**src/rtl/spi_regfile_param.sv**
```systemverilog
// rtl/spi_regfile_param.sv - SPI slave register file with writable storage and read-only inputs
module spi_regfile_param #(
  parameter int ADDR_W   = 6,
  parameter int DATA_W   = 8,
  parameter int NUM_REGS = 60,
  parameter int NUM_WR   = 4,
  parameter int TIMEOUT  = 16
) (
  input  logic                                iclk,
  input  logic                                rstn,
  input  logic                                sclk,
  input  logic                                serial_in,
  input  logic [(NUM_REGS-NUM_WR)*DATA_W-1:0] rd_regs,
  output logic                                serial_out,
  output logic [NUM_WR*DATA_W-1:0]            wr_regs,
  output logic [NUM_WR-1:0]                   wr_strobe,
  output logic                                frame_active
);

  localparam int CMD_W   = 1 + ADDR_W;
  localparam int CNT_MAX = (CMD_W > DATA_W) ? CMD_W : DATA_W;
  localparam int CNT_W   = $clog2(CNT_MAX + 1);
  localparam int TO_W    = $clog2(TIMEOUT + 1);
  localparam logic [ADDR_W-1:0] LAST_A = ADDR_W'(NUM_REGS - 1);

  // Reject parameter sets the address map or edge detector cannot support
  generate
    if (!(NUM_WR >= 1 && NUM_WR < NUM_REGS && NUM_REGS <= (1 << ADDR_W) && TIMEOUT >= 4)) begin : g_bad_params
      $error("spi_regfile_param: illegal parameter combination");
    end
  endgenerate

  typedef enum logic [1:0] {S_IDLE, S_CMD, S_DATA} state_t;

  state_t state_q, state_d;

  logic sclk_s1_q, sclk_s2_q, sclk_prev_q;
  logic sin_s1_q, sin_s2_q;
  logic [CNT_W-1:0]  bit_cnt_q;
  logic [TO_W-1:0]   to_cnt_q;
  logic [ADDR_W-1:0] cmd_sr_q;
  logic              rw_q;
  logic [ADDR_W-1:0] addr_q;
  logic [DATA_W-1:0] rx_sr_q;
  logic [DATA_W-1:0] tx_sr_q;
  logic              load_pend_q;
  logic              wr_pend_q;
  logic [ADDR_W-1:0] wr_addr_q;
  logic [DATA_W-1:0] wr_data_q;
  logic [NUM_WR*DATA_W-1:0] wr_regs_q;
  logic [NUM_WR-1:0] wr_strobe_q;

  logic rise, fall, timeout, cmd_last, word_last;
  logic [CMD_W-1:0]  cmd_full_d;
  logic [DATA_W-1:0] rx_word_d;
  logic [DATA_W-1:0] rd_word_d;
  logic [ADDR_W-1:0] addr_next_d;

  // Edges are seen on the synchronised sclk; serial_in shares its latency so data lines up
  assign rise        = sclk_s2_q & ~sclk_prev_q;
  assign fall        = ~sclk_s2_q & sclk_prev_q;
  assign timeout     = (state_q != S_IDLE) && !(rise || fall) && (to_cnt_q == TO_W'(TIMEOUT - 1));
  assign cmd_full_d  = {cmd_sr_q, sin_s2_q};
  assign rx_word_d   = DATA_W'({rx_sr_q, sin_s2_q});
  assign cmd_last    = (state_q == S_CMD) && rise && (bit_cnt_q == CNT_W'(ADDR_W));
  assign word_last   = (state_q == S_DATA) && rise && (bit_cnt_q == CNT_W'(DATA_W - 1));
  assign addr_next_d = (addr_q >= LAST_A) ? '0 : addr_q + 1'b1;

  // Read mux: storage, then read-only inputs, zero for unmapped addresses
  always_comb begin
    rd_word_d = '0;
    for (int i = 0; i < NUM_WR; i++)
      if (addr_q == ADDR_W'(i)) rd_word_d = wr_regs_q[i*DATA_W +: DATA_W];
    for (int i = NUM_WR; i < NUM_REGS; i++)
      if (addr_q == ADDR_W'(i)) rd_word_d = rd_regs[(i-NUM_WR)*DATA_W +: DATA_W];
  end

  // Frame state register
  always_ff @(posedge iclk or negedge rstn) begin
    if (!rstn) state_q <= S_IDLE;
    else       state_q <= state_d;
  end

  // Frame next-state: start on first rising edge, leave only by inactivity timeout
  always_comb begin
    state_d = state_q;
    case (state_q)
      S_IDLE: if (rise) state_d = S_CMD;
      S_CMD: begin
        if (timeout)       state_d = S_IDLE;
        else if (cmd_last) state_d = S_DATA;
      end
      S_DATA: if (timeout) state_d = S_IDLE;
      default: state_d = S_IDLE;
    endcase
  end

  // Frame outputs: serial_out only carries data during a read data phase
  always_comb begin
    frame_active = (state_q != S_IDLE);
    serial_out   = (state_q == S_DATA && rw_q) ? tx_sr_q[DATA_W-1] : 1'b0;
  end

  assign wr_regs   = wr_regs_q;
  assign wr_strobe = wr_strobe_q;

  // Synchronisers, shifters, counters and the deferred write commit
  always_ff @(posedge iclk or negedge rstn) begin
    if (!rstn) begin
      sclk_s1_q   <= 1'b0;
      sclk_s2_q   <= 1'b0;
      sclk_prev_q <= 1'b0;
      sin_s1_q    <= 1'b0;
      sin_s2_q    <= 1'b0;
      bit_cnt_q   <= '0;
      to_cnt_q    <= '0;
      cmd_sr_q    <= '0;
      rw_q        <= 1'b0;
      addr_q      <= '0;
      rx_sr_q     <= '0;
      tx_sr_q     <= '0;
      load_pend_q <= 1'b0;
      wr_pend_q   <= 1'b0;
      wr_addr_q   <= '0;
      wr_data_q   <= '0;
      wr_regs_q   <= '0;
      wr_strobe_q <= '0;
    end else begin
      sclk_s1_q   <= sclk;
      sclk_s2_q   <= sclk_s1_q;
      sclk_prev_q <= sclk_s2_q;
      sin_s1_q    <= serial_in;
      sin_s2_q    <= sin_s1_q;

      // Commit a completed word one cycle after it finished; unmapped addresses match nothing
      wr_strobe_q <= '0;
      wr_pend_q   <= 1'b0;
      if (wr_pend_q) begin
        for (int i = 0; i < NUM_WR; i++) begin
          if (wr_addr_q == ADDR_W'(i)) begin
            wr_regs_q[i*DATA_W +: DATA_W] <= wr_data_q;
            wr_strobe_q[i]                <= 1'b1;
          end
        end
      end

      if (state_q == S_IDLE || rise || fall) to_cnt_q <= '0;
      else                                   to_cnt_q <= to_cnt_q + 1'b1;

      case (state_q)
        S_IDLE: begin
          load_pend_q <= 1'b0;
          rx_sr_q     <= '0;
          tx_sr_q     <= '0;
          bit_cnt_q   <= rise ? CNT_W'(1) : '0;
          cmd_sr_q    <= rise ? ADDR_W'(sin_s2_q) : '0;
        end
        S_CMD: begin
          if (!timeout && rise) begin
            if (cmd_last) begin
              rw_q        <= cmd_full_d[ADDR_W];
              addr_q      <= cmd_full_d[ADDR_W-1:0];
              bit_cnt_q   <= '0;
              load_pend_q <= cmd_full_d[ADDR_W];
            end else begin
              cmd_sr_q  <= cmd_full_d[ADDR_W-1:0];
              bit_cnt_q <= bit_cnt_q + CNT_W'(1);
            end
          end
        end
        S_DATA: begin
          if (!timeout) begin
            if (rise) begin
              if (word_last) begin
                bit_cnt_q   <= '0;
                rx_sr_q     <= '0;
                wr_pend_q   <= ~rw_q;
                wr_addr_q   <= addr_q;
                wr_data_q   <= rx_word_d;
                addr_q      <= addr_next_d;
                load_pend_q <= rw_q;
              end else begin
                rx_sr_q   <= rx_word_d;
                bit_cnt_q <= bit_cnt_q + CNT_W'(1);
              end
            end
            if (fall) begin
              if (load_pend_q) begin
                tx_sr_q     <= rd_word_d;
                load_pend_q <= 1'b0;
              end else begin
                tx_sr_q <= tx_sr_q << 1;
              end
            end
          end
        end
        default: ;
      endcase
    end
  end

endmodule

```
**config.mk**
```make
export PLATFORM = sky130hd
export DESIGN_NAME = spi_regfile_param
export DESIGN_NICKNAME = d
export VERILOG_FILES = /design/src/rtl/spi_regfile_param.sv
export SDC_FILE = /design/constraint.sdc
export NUM_CORES = 1
export LEC_CHECK = 0
export ABC_AREA = 1
export ABC_CLOCK_PERIOD_IN_PS = 4900
export BUFFER_PORTS_ARGS = -buffer_cell sky130_fd_sc_hd__clkbuf_2
export CORE_AREA = 2 2 193 195
export DETAILED_ROUTE_END_ITERATION = 8
export DIE_AREA = 0 0 195 197
export GPL_ROUTABILITY_DRIVEN = 1
export PLACE_DENSITY_LB_ADDON = 0.12
export RECOVER_POWER = 100
export SYNTH_ARGS = -nofsm -noshare
export SYNTH_HDL_FRONTEND = slang
export SYNTH_SLANG_ARGS = --single-unit
export TNS_END_PERCENT = 100
```
**constraint.sdc**
```tcl
create_clock -name iclk -period 4.9 [get_ports iclk]
set_input_delay 0.735 -clock iclk [delete_from_list [all_inputs] [get_ports iclk]]
set_output_delay 0.735 -clock iclk [all_outputs]
set_load 0.1 [all_outputs]
```
==> impl_metrics.env, run 1 <==
export IMPL_place_area_um2=13600
export IMPL_layout_commonest_cell="nand2_1"
export IMPL_synth_edf_count=0
export IMPL_rsz0062_at_grt="true"
export IMPL_antenna_found_initial=5
export IMPL_timing_critical_path_mode_cell="nand2_1"
export IMPL_synth_warning_count=0
export IMPL_die_w_um=195
export IMPL_drv_cap=1
export IMPL_synth_async_reset_ratio=1.00
export IMPL_synth_cells=1881
export IMPL_layout_common_cells="nand2_1 (694), clkbuf_2 (456), inv_1 (281)"
export IMPL_crit_slowest_cell="dfrtp_2"
export IMPL_syn_area_um2=10100
export IMPL_ys_seq_elements=96
export IMPL_crit_start="addr_q[0]"
export IMPL_drc=0
export IMPL_grt_use_total=0.250
export IMPL_cts_sinks=96
export IMPL_dp_slack_ns=-0.354
export IMPL_ios=490
export IMPL_arrival_ns=5.37
export IMPL_required_ns=5.14
export IMPL_vias=13447
export IMPL_numPortBuffers=489
export IMPL_power_density_nw_per_um2=271
export IMPL_max_freq_ghz=0.195
export IMPL_critPathKind="flop to flop"
export IMPL_worstSetupEndpoint="tx_sr_q[4]"
export IMPL_clock_root_buffer="clkbuf_16"
export IMPL_cts_buffers=9
export IMPL_avgSynthCellArea_um2=5.38
export IMPL_grt_pass1_wl_um=74400
export IMPL_p_total_mw=3.87
export IMPL_place_congestion=0.981
export IMPL_r2r_end="tx_sr_q[4]"
export IMPL_nFillCells=4192
export IMPL_cp_start_kind="flop"
export IMPL_drive_gt1_frac=0.283
export IMPL_area_growth_pct=41.0
export IMPL_rr_worst_depth=68
export IMPL_holdWs_ns=0.353
export IMPL_fin_crit_sh=1.05
export IMPL_ys_types=43
export IMPL_hold_viol_final=0
export IMPL_dp_hpwl_um=42900
export IMPL_min_period_ns=5.13
export IMPL_regArea_um2=2400
export IMPL_p_leak_nw=7.94
export IMPL_path_max_fanout=8
export IMPL_setup_violations=3
export IMPL_die_h_um=197
export IMPL_overflow=0
export IMPL_min_path_type="flop to flop"
export IMPL_drt_iter0_markers=692
export IMPL_initial_core_util=0.279
export IMPL_hold_path_depth=0
export IMPL_htreeDepth=3
export IMPL_worst_slew_pin_slew_ns=2.80
export IMPL_cts_tree="done"
export IMPL_ant_nets=0
export IMPL_routed_via_density=4.60
export IMPL_multi_input_area_um2=6520
export IMPL_drt_first_pass_iters=5
export IMPL_regToRegSetupSlack_ns=-0.23
export IMPL_worst_slack_ns=-0.235
export IMPL_rows=70
export IMPL_fin_tns_setup_ns=-0.426
export IMPL_slowest_delay_ns=0.45
export IMPL_clock_path_buffers=2
export IMPL_post_drt_wl_per_cell_um=17.3
export IMPL_skew_ns=0.0108
export IMPL_fin_area_um2=14300
export IMPL_ir_drop_mv=0.327
export IMPL_status="finished, violations left"
export IMPL_dieArea_um2=38400
export IMPL_coreArea_um2=36300
export IMPL_grt_max_degree=54
export IMPL_syn_nets=2347
export IMPL_synthFlopType="dfrtp_1"
export IMPL_violations="max-capacitance violations, max-slew violations, negative setup slack"
export IMPL_holdBufCountCts=0
export IMPL_clk_latency_ns=0.34
export IMPL_endpoint_kind="flop"
export IMPL_seq_area_frac_synth=0.237
export IMPL_clk_pin_slew_ns=0.07
export IMPL_slew_headroom=-0.870
export IMPL_r2r_start="addr_q[0]"
export IMPL_first_global_vias=12874
export IMPL_drv_slew=54
export IMPL_routed_wl_um=50400
export IMPL_nets=2911
-- critical path, delay by kind of cell (launching register included) --
kind	cells	cell delay [ns]
simple gates	62	3.98
flops	1	0.45
buf+inv	3	0.29
compound gates	2	0.17
fa+ha+maj	1	0.14
-- flip-flops by register name, summed over array words and instances (netlist names) --
| signal | count |
|---|---|
| addr_q | 6 |
| cmd_sr_q | 6 |
| wr_strobe | 4 |
| sclk_s2_q | 1 |
| sin_s2_q | 1 |
| rw_q | 1 |
| sclk_prev_q | 1 |
| tx_sr_q | 8 |
| to_cnt_q | 5 |
| sclk_s1_q | 1 |
| wr_addr_q | 6 |
| bit_cnt_q | 4 |
| state_q | 2 |
| wr_data_q | 8 |
| load_pend_q | 1 |
| wr_pend_q | 1 |
| rx_sr_q | 7 |
| wr_regs | 32 |
| sin_s1_q | 1 |
-- repair_timing --
action,in CTS,in global routing
pin swaps,9,40
gates cloned,0,1
setup buffers,6,9
endpoints found under the hold margin,0,0
resized for setup,19,44
endpoints found under the setup margin,6,8
-- per-layer routing --
layer	GRT usage	vias to the layer above	share of wire
li1	-	6923	-
met1	0.320	6069	0.43
met2	0.449	406	0.50
met3	0.0258	47	0.046
met4	0.0591	2	0.019
met5	0	-	0.00036
-- report_power, final --
| group | leakage, nW | switching, mW | internal, mW | total (mW) |
|---|---|---|---|---|
| combinational | 6.48 | 1.37 | 0.919 | 2.29 |
| clock | 0.141 | 0.336 | 0.358 | 0.694 |
| sequential | 1.32 | 0.0409 | 0.843 | 0.884 |
-- cell usage after synthesis, types with 3 or more instances --
master	number	area share
a21oi_1	155	0.077
nand2_2	4	0.0025
nand2_1	709	0.26
o21ai_0	133	0.066
nor2_4	8	0.0089
inv_1	284	0.11
dlygate4sd1_1	6	0.0052
o211ai_1	7	0.0052
o22ai_1	3	0.0019
nand4_1	6	0.0037
o21ai_1	17	0.0084
clkbuf_1	22	0.0082
nor2_2	8	0.0049
nand3_1	78	0.039
buf_2	13	0.0064
a22oi_1	3	0.0022
dfrtp_1	96	0.24
clkinv_1	6	0.0022
nor2_1	232	0.086
buf_4	7	0.0052
buf_6	3	0.0033
inv_2	8	0.0030
or2_2	32	0.020
ha_1	14	0.017
nor3_1	6	0.0030
-- worst min path at each step --
stage	start	to	slack, ns
final	sclk_s1_q	sclk_s2_q	0.35
after global routing	sclk_s1_q	sclk_s2_q	0.37
after CTS	sclk_s1_q	sclk_s2_q	0.36
after detailed placement	sclk_s1_q	sclk_s2_q	0.34
after global placement	sin_s1_q	sin_s2_q	0.33
after floorplan	sclk_s1_q	sclk_s2_q	0.33
-- logic make-up after synthesis --
logic type                 after synthesis  synth area share
AOI/OAI and AO/OA                      329             0.168
xor gates and xnor gates                 1          0.000865
buffers and inverters                  350             0.139
DFF                                     96             0.237
adders and majority gates               14            0.0173
muxes                                    1           0.00111
and+or+nand+nor                       1090             0.436
-- layout make-up --
type,count,share of cell area
multi-input combinational,1435,0.457
tap,468,0.0410
clock buffer,9,0.0158
inverter,299,0.0793
sequential,96,0.168
timing repair buffer,604,0.233
clock inverter,7,0.00473
antenna,4,0.000701
-- through the flow --
stage | std cells | util
6_report | 2922 | 0.394
5_1_grt | 2922 | 0.394
4_1_cts | 2908 | 0.387
3_5_place_dp | 2886 | 0.376
3_3_place_gp | 2886 | 0.376
2_1_floorplan | 1881 | -
(Power assumes the default switching activity.)
==> run 2: changes to the inputs <==
- ABC_CLOCK_PERIOD_IN_PS: 4900 -> 4800
- CORE_AREA: 2 2 193 195 -> unset
- CORE_UTILIZATION: unset -> 25
- DIE_AREA: 0 0 195 197 -> unset
- clock period: 4.9 -> 4.8 ns (I/O delays scaled with it)
==> run 2 against run 1 <==
Routed wire length about the same. Maximum frequency increased by 0.86%. Flip-flop and latch count unchanged. The run still ends with max-capacitance violations, max-slew violations, negative setup slack left. Clock skew decreased by 0.0014 ns. Critical path depth unchanged. Count of clock-buffer cells in the layout unchanged. Total power increased by 7.8%. Highest routed layer unchanged. Largest cell class unchanged. Clock power increased by 16%. Core utilization decreased by 2.7 points. Die area increased by 7.5%. Cell count increased by 2.3%. Sequential power increased by 2.4%.
==> impl_metrics.env, run 2 (synthesis results as in run 1) <==
export IMPL_min_to="sin_s2_q"
export IMPL_violations="max-capacitance violations, max-slew violations, negative setup slack"
export IMPL_p_leak_nw=8.02
export IMPL_layout_commonest_cell="nand2_1"
export IMPL_nets=2926
export IMPL_antenna_found_initial=1
export IMPL_first_global_vias=13327
export IMPL_holdWs_ns=0.349
export IMPL_clk_latency_ns=0.36
export IMPL_multi_input_area_um2=6650
export IMPL_area_growth_pct=44.4
export IMPL_setup_violations=8
export IMPL_r2r_end="tx_sr_q[4]"
export IMPL_overflow=0
export IMPL_cp_start_kind="flop"
export IMPL_grt_max_degree=54
export IMPL_crit_slowest_cell="dfrtp_2"
export IMPL_place_area_um2=13800
export IMPL_die_w_um=203
export IMPL_endpoint_kind="flop"
export IMPL_postLayoutCoreUtil=0.367
export IMPL_largest_register_ffs=32
export IMPL_max_freq_ghz=0.196
export IMPL_initial_core_util=0.254
export IMPL_drv_slew=54
export IMPL_drive_gt1_frac=0.300
export IMPL_cts_buffers=9
export IMPL_drc=0
export IMPL_holdCritStartpoint="sin_s1_q"
export IMPL_regArea_um2=2400
export IMPL_worst_slack_ns=-0.291
export IMPL_post_drt_wl_per_cell_um=16.9
export IMPL_nFillCells=4609
export IMPL_grt_pass1_wl_um=75700
export IMPL_diodes=0
export IMPL_critPathKind="flop to flop"
export IMPL_coreArea_um2=39800
export IMPL_drt_iter0_markers=762
export IMPL_min_path_type="flop to flop"
export IMPL_drv_cap=1
export IMPL_layout_cells_non_filler=2990
export IMPL_routed_wl_um=50400
export IMPL_ir_drop_mv=0.203
export IMPL_vias=13577
export IMPL_fin_tns_setup_ns=-1.14
export IMPL_post_place_cells=2954
export IMPL_dp_hpwl_um=42500
export IMPL_fin_area_um2=14600
export IMPL_dieArea_um2=41300
export IMPL_arrival_ns=5.34
export IMPL_clock_path_buffers=2
export IMPL_rr_worst_depth=68
export IMPL_clk_pin_slew_ns=0.07
export IMPL_htreeDepth=3
export IMPL_drt_first_pass_iters=5
export IMPL_place_congestion=0.961
export IMPL_r2r_start="addr_q[2]"
export IMPL_min_period_ns=5.09
export IMPL_power_density_nw_per_um2=286
export IMPL_rows=73
export IMPL_status="finished, violations left"
export IMPL_cts_sinks=96
export IMPL_layout_common_cells="nand2_1 (681), clkbuf_2 (451), inv_1 (281)"
export IMPL_ios=490
export IMPL_required_ns=5.05
export IMPL_clock_root_buffer="clkbuf_16"
export IMPL_worst_slew_pin_slew_ns=3.04
export IMPL_slowest_delay_ns=0.43
export IMPL_grt_use_total=0.236
export IMPL_path_max_fanout=8
export IMPL_hold_path_depth=0
export IMPL_rsz0062_at_grt="true"
export IMPL_cts_tree="done"
export IMPL_slew_headroom=-1.03
export IMPL_fin_crit_sh=1.06
export IMPL_skew_ns=0.00940
export IMPL_hold_viol_final=0
export IMPL_regToRegSetupSlack_ns=-0.29
export IMPL_holdBufCountCts=0
export IMPL_timing_critical_path_mode_cell="nand2_1"
export IMPL_routed_via_density=4.54
export IMPL_die_h_um=203
export IMPL_ant_nets=0
export IMPL_numPortBuffers=489
==> run 2: changes by cell type in the layout (fill, tap and decap cells not counted), moves of 6 or more <==
cell and delta:
a21oi_2 +9, a21oi_1 -9, o21ai_2 +7, buf_6 +8, nand2_1 -13, clkbuf_1 +6, nand2_2 +12, buf_4 +7
==> run 2: worst max path at each step <==
stage	startpoint	endpoint	slack (ns)	cells after the start
floorplan	wr_regs[12]	tx_sr_q[4]	0.67	64
global placement	addr_q[0]	tx_sr_q[4]	-0.57	69
detailed placement	addr_q[0]	tx_sr_q[4]	-0.61	69
CTS	addr_q[0]	tx_sr_q[4]	-0.40	69
global route	addr_q[2]	tx_sr_q[5]	-1.02	65
finish	addr_q[2]	tx_sr_q[4]	-0.29	68
==> run 2: area by class of cell <==
type	instances	share of cell area
multi-input combinational	1435	0.455
timing repair buffer	619	0.236
sequential	96	0.165
inverter	299	0.0775
tap	525	0.0449
clock buffer	9	0.0154
clock inverter	7	0.00693
==> run 2: critical path: cells and delay by family, from the launching register on <==
kind                   cells  cell delay, ns
AO/OA/AOI/OAI              2            0.17
AND/OR/NAND/NOR           61            3.72
buffers and inverters      5            0.66
flip-flops                 1            0.43
==> run 2: through the flow <==
stage / power (mW) / setup WS [ns]
finish: 4.17 / -0.291
global route: 4.59 / -1.02
CTS: 4.09 / -0.399
detailed placement: 3.06 / -0.613
global placement: 3.06 / -0.573
floorplan: 2.24 / 0.669
==> run 2: repair_timing <==
| item | in CTS | in global routing |
|---|---|---|
| pin swaps | 44 | 98 |
| gates resized for setup | 45 | 68 |
| setup endpoints to repair | 7 | 8 |
| setup buffers | 15 | 6 |
==> run 2: per-layer routing <==
| layer | wire length (um) | part of all wire | track usage |
|---|---|---|---|
| met5 | 13 | 0.00026 | 0 |
| met2 | 25600 | 0.51 | 0.431 |
| met1 | 21800 | 0.43 | 0.297 |
| met3 | 2130 | 0.042 | 0.0224 |
| met4 | 960 | 0.019 | 0.0499 |
==> run 2: power breakdown <==
group          internal, mW  switching [mW]
combinational          1.00            1.46
sequential            0.861          0.0439
clock                 0.463           0.342
total                  2.33            1.85
==> run 3: changes to the inputs <==
--- a/config.mk
+++ b/config.mk
@@ -11,2 +11,3 @@
 export CORE_UTILIZATION = 25
+export CTS_BUF_LIST = sky130_fd_sc_hd__clkbuf_8
 export DETAILED_ROUTE_END_ITERATION = 8
@@ -15,2 +16,3 @@
 export RECOVER_POWER = 100
+export SLEW_MARGIN = 20
 export SYNTH_ARGS = -nofsm -noshare
==> constraint.sdc (replaced) <==
create_clock -name iclk -period 4.8 [get_ports iclk]
set_input_delay 0.48 -clock iclk [delete_from_list [all_inputs] [get_ports iclk]]
set_output_delay 0.48 -clock iclk [all_outputs]
set_load 0.1 [all_outputs]
==> run 3 against run 2 <==
The run still ends with max-capacitance violations, max-slew violations, negative setup slack left. Cell area hardly changed. Sequential power fell by 0.8%. Die area stayed put. Critical path type unchanged. Critical endpoint is now tx_sr_q[1].
==> impl_metrics.env, run 3 (synthesis results as in run 1) <==
export IMPL_grt_pass1_wl_um=74600
export IMPL_r2r_end="tx_sr_q[1]"
export IMPL_die_h_um=203
export IMPL_dp_slack_ns=-0.548
export IMPL_arrival_ns=5.34
export IMPL_routed_wl_um=50100
export IMPL_slowest_delay_ns=0.42
export IMPL_ir_drop_mv=0.261
export IMPL_routed_via_density=4.53
export IMPL_cts_buffers=9
export IMPL_antenna_found_initial=5
export IMPL_clk_pin_slew_ns=0.11
export IMPL_slew_headroom=-0.717
export IMPL_worst_slack_ns=-0.275
export IMPL_timing_critical_path_mode_cell="nand2_1"
export IMPL_power_density_nw_per_um2=265
export IMPL_crit_slowest_cell="dfrtp_1"
export IMPL_clk_latency_ns=0.37
export IMPL_drive_gt1_frac=0.301
export IMPL_rsz0062_at_grt="true"
export IMPL_cp_start_kind="flop"
export IMPL_grt_max_degree=53
export IMPL_multi_input_area_um2=6650
export IMPL_r2r_start="addr_q[5]"
export IMPL_overflow=0
export IMPL_endpoint_kind="flop"
export IMPL_fin_crit_sh=1.06
export IMPL_drc=0
export IMPL_ios=490
export IMPL_drv_slew=46
export IMPL_cts_sinks=96
export IMPL_place_congestion=0.982
export IMPL_numPortBuffers=489
export IMPL_dieArea_um2=41300
export IMPL_nFillCells=4647
export IMPL_hold_viol_final=0
export IMPL_rows=73
export IMPL_fin_area_um2=14600
export IMPL_die_w_um=203
export IMPL_worst_slew_pin_slew_ns=2.58
export IMPL_vias=13630
export IMPL_cts_tree="done"
export IMPL_post_drt_wl_per_cell_um=16.7
export IMPL_largest_register_ffs=32
export IMPL_critPathKind="flop to flop"
export IMPL_clock_path_buffers=2
export IMPL_area_growth_pct=44.4
export IMPL_layout_common_cells="nand2_1 (685), clkbuf_2 (452), inv_1 (282)"
export IMPL_max_freq_ghz=0.197
export IMPL_min_path_type="input pin to flop"
export IMPL_clock_root_buffer="clkbuf_8"
export IMPL_violations="max-capacitance violations, max-slew violations, negative setup slack"
export IMPL_coreArea_um2=39800
export IMPL_ant_nets=0
export IMPL_p_total_mw=3.87
export IMPL_layout_commonest_cell="nand2_1"
export IMPL_dp_hpwl_um=42600
export IMPL_postLayoutCoreUtil=0.367
export IMPL_place_area_um2=13800
export IMPL_regToRegSetupSlack_ns=-0.28
export IMPL_min_period_ns=5.08
export IMPL_status="finished, violations left"
export IMPL_regArea_um2=2400
export IMPL_worstSetupEndpoint="tx_sr_q[1]"
export IMPL_p_leak_nw=8.06
export IMPL_drt_first_pass_iters=7
export IMPL_htreeDepth=3
export IMPL_crit_start="addr_q[5]"
export IMPL_initial_core_util=0.254
export IMPL_nets=2942
export IMPL_skew_ns=0.0132
export IMPL_grt_use_total=0.233
export IMPL_drt_iter0_markers=576
export IMPL_rr_worst_depth=66
export IMPL_first_global_vias=13238
export IMPL_setup_violations=8
export IMPL_required_ns=5.06
export IMPL_path_max_fanout=10
export IMPL_drv_cap=1
[run 3: cell types whose count changed in the layout (fill, tap and decap cells not counted), sizes merged]
cell      previous run  this run
inv                296       295
buf                126       141
clkinv               6         8
clkinvlp             2         3
clkbuf             502       503
diode                0         2
bufinv               2         0
[run 3: how the worst min path moves through the flow]
| stage | startpoint | end | slack [ns] | cells past startpoint |
|---|---|---|---|---|
| 6_report | serial_in | sin_s1_q | 0.20 | 1 |
| 5_1_grt | serial_in | sin_s1_q | 0.19 | 1 |
| 4_1_cts | rstn | wr_strobe[1] | 0.12 | 1 |
| 3_5_place_dp | sin_s1_q | sin_s2_q | 0.34 | 0 |
| 3_3_place_gp | sclk_s1_q | sclk_s2_q | 0.33 | 0 |
| 2_1_floorplan | rstn | addr_q[0] | 0.18 | 0 |
[run 3: where the power goes]
part / switching, mW / internal [mW]
Combinational: 1.47 / 0.996
Clock: 0.313 / 0.195
Sequential: 0.0389 / 0.859
[run 3: what timing repair did]
action | CTS | global route
setup endpoints to repair | 6 | 8
hold buffers | 0 | 0
buffers inserted | 14 | 14
gates resized for setup | 44 | 66
gates cloned | 0 | 1
pin swaps | 32 | 89
[run 3: final cells by class]
class	instances	share of cell area
flip-flops and latches	96	0.164
inverters	299	0.0773
clock inverters	7	0.00394
well taps	525	0.0449
diodes	2	0.000342
clock buffers	9	0.00847
multi-input cells	1435	0.455
repair buffers	635	0.246
[run 3: metal layers]
layer  GRT usage  wire length, um  share of wire
met5           0               41        0.00082
met4      0.0883             1790          0.036
met3      0.0305             2540          0.051
met2       0.408            24700           0.49
met1       0.289            21000           0.42
[run 3: worst max-delay path, delay by kind of cell, from the launching register on]
| family | cells | cell delay [ns] |
|---|---|---|
| buffers and inverters | 5 | 0.72 |
| DFF | 1 | 0.42 |
| and+or+nand+nor | 61 | 3.83 |
[run 3: metrics by stage]
stage / setup TNS, ns / hold WS [ns] / instances
finish: -1.57 / 0.202 / 3008
global route: -7.21 / 0.190 / 3008
CTS: -1.84 / 0.116 / 2991
detailed placement: -2.00 / 0.339 / 2961
global placement: -1.64 / 0.334 / 2961
floorplan: 0 / 0.184 / 1881
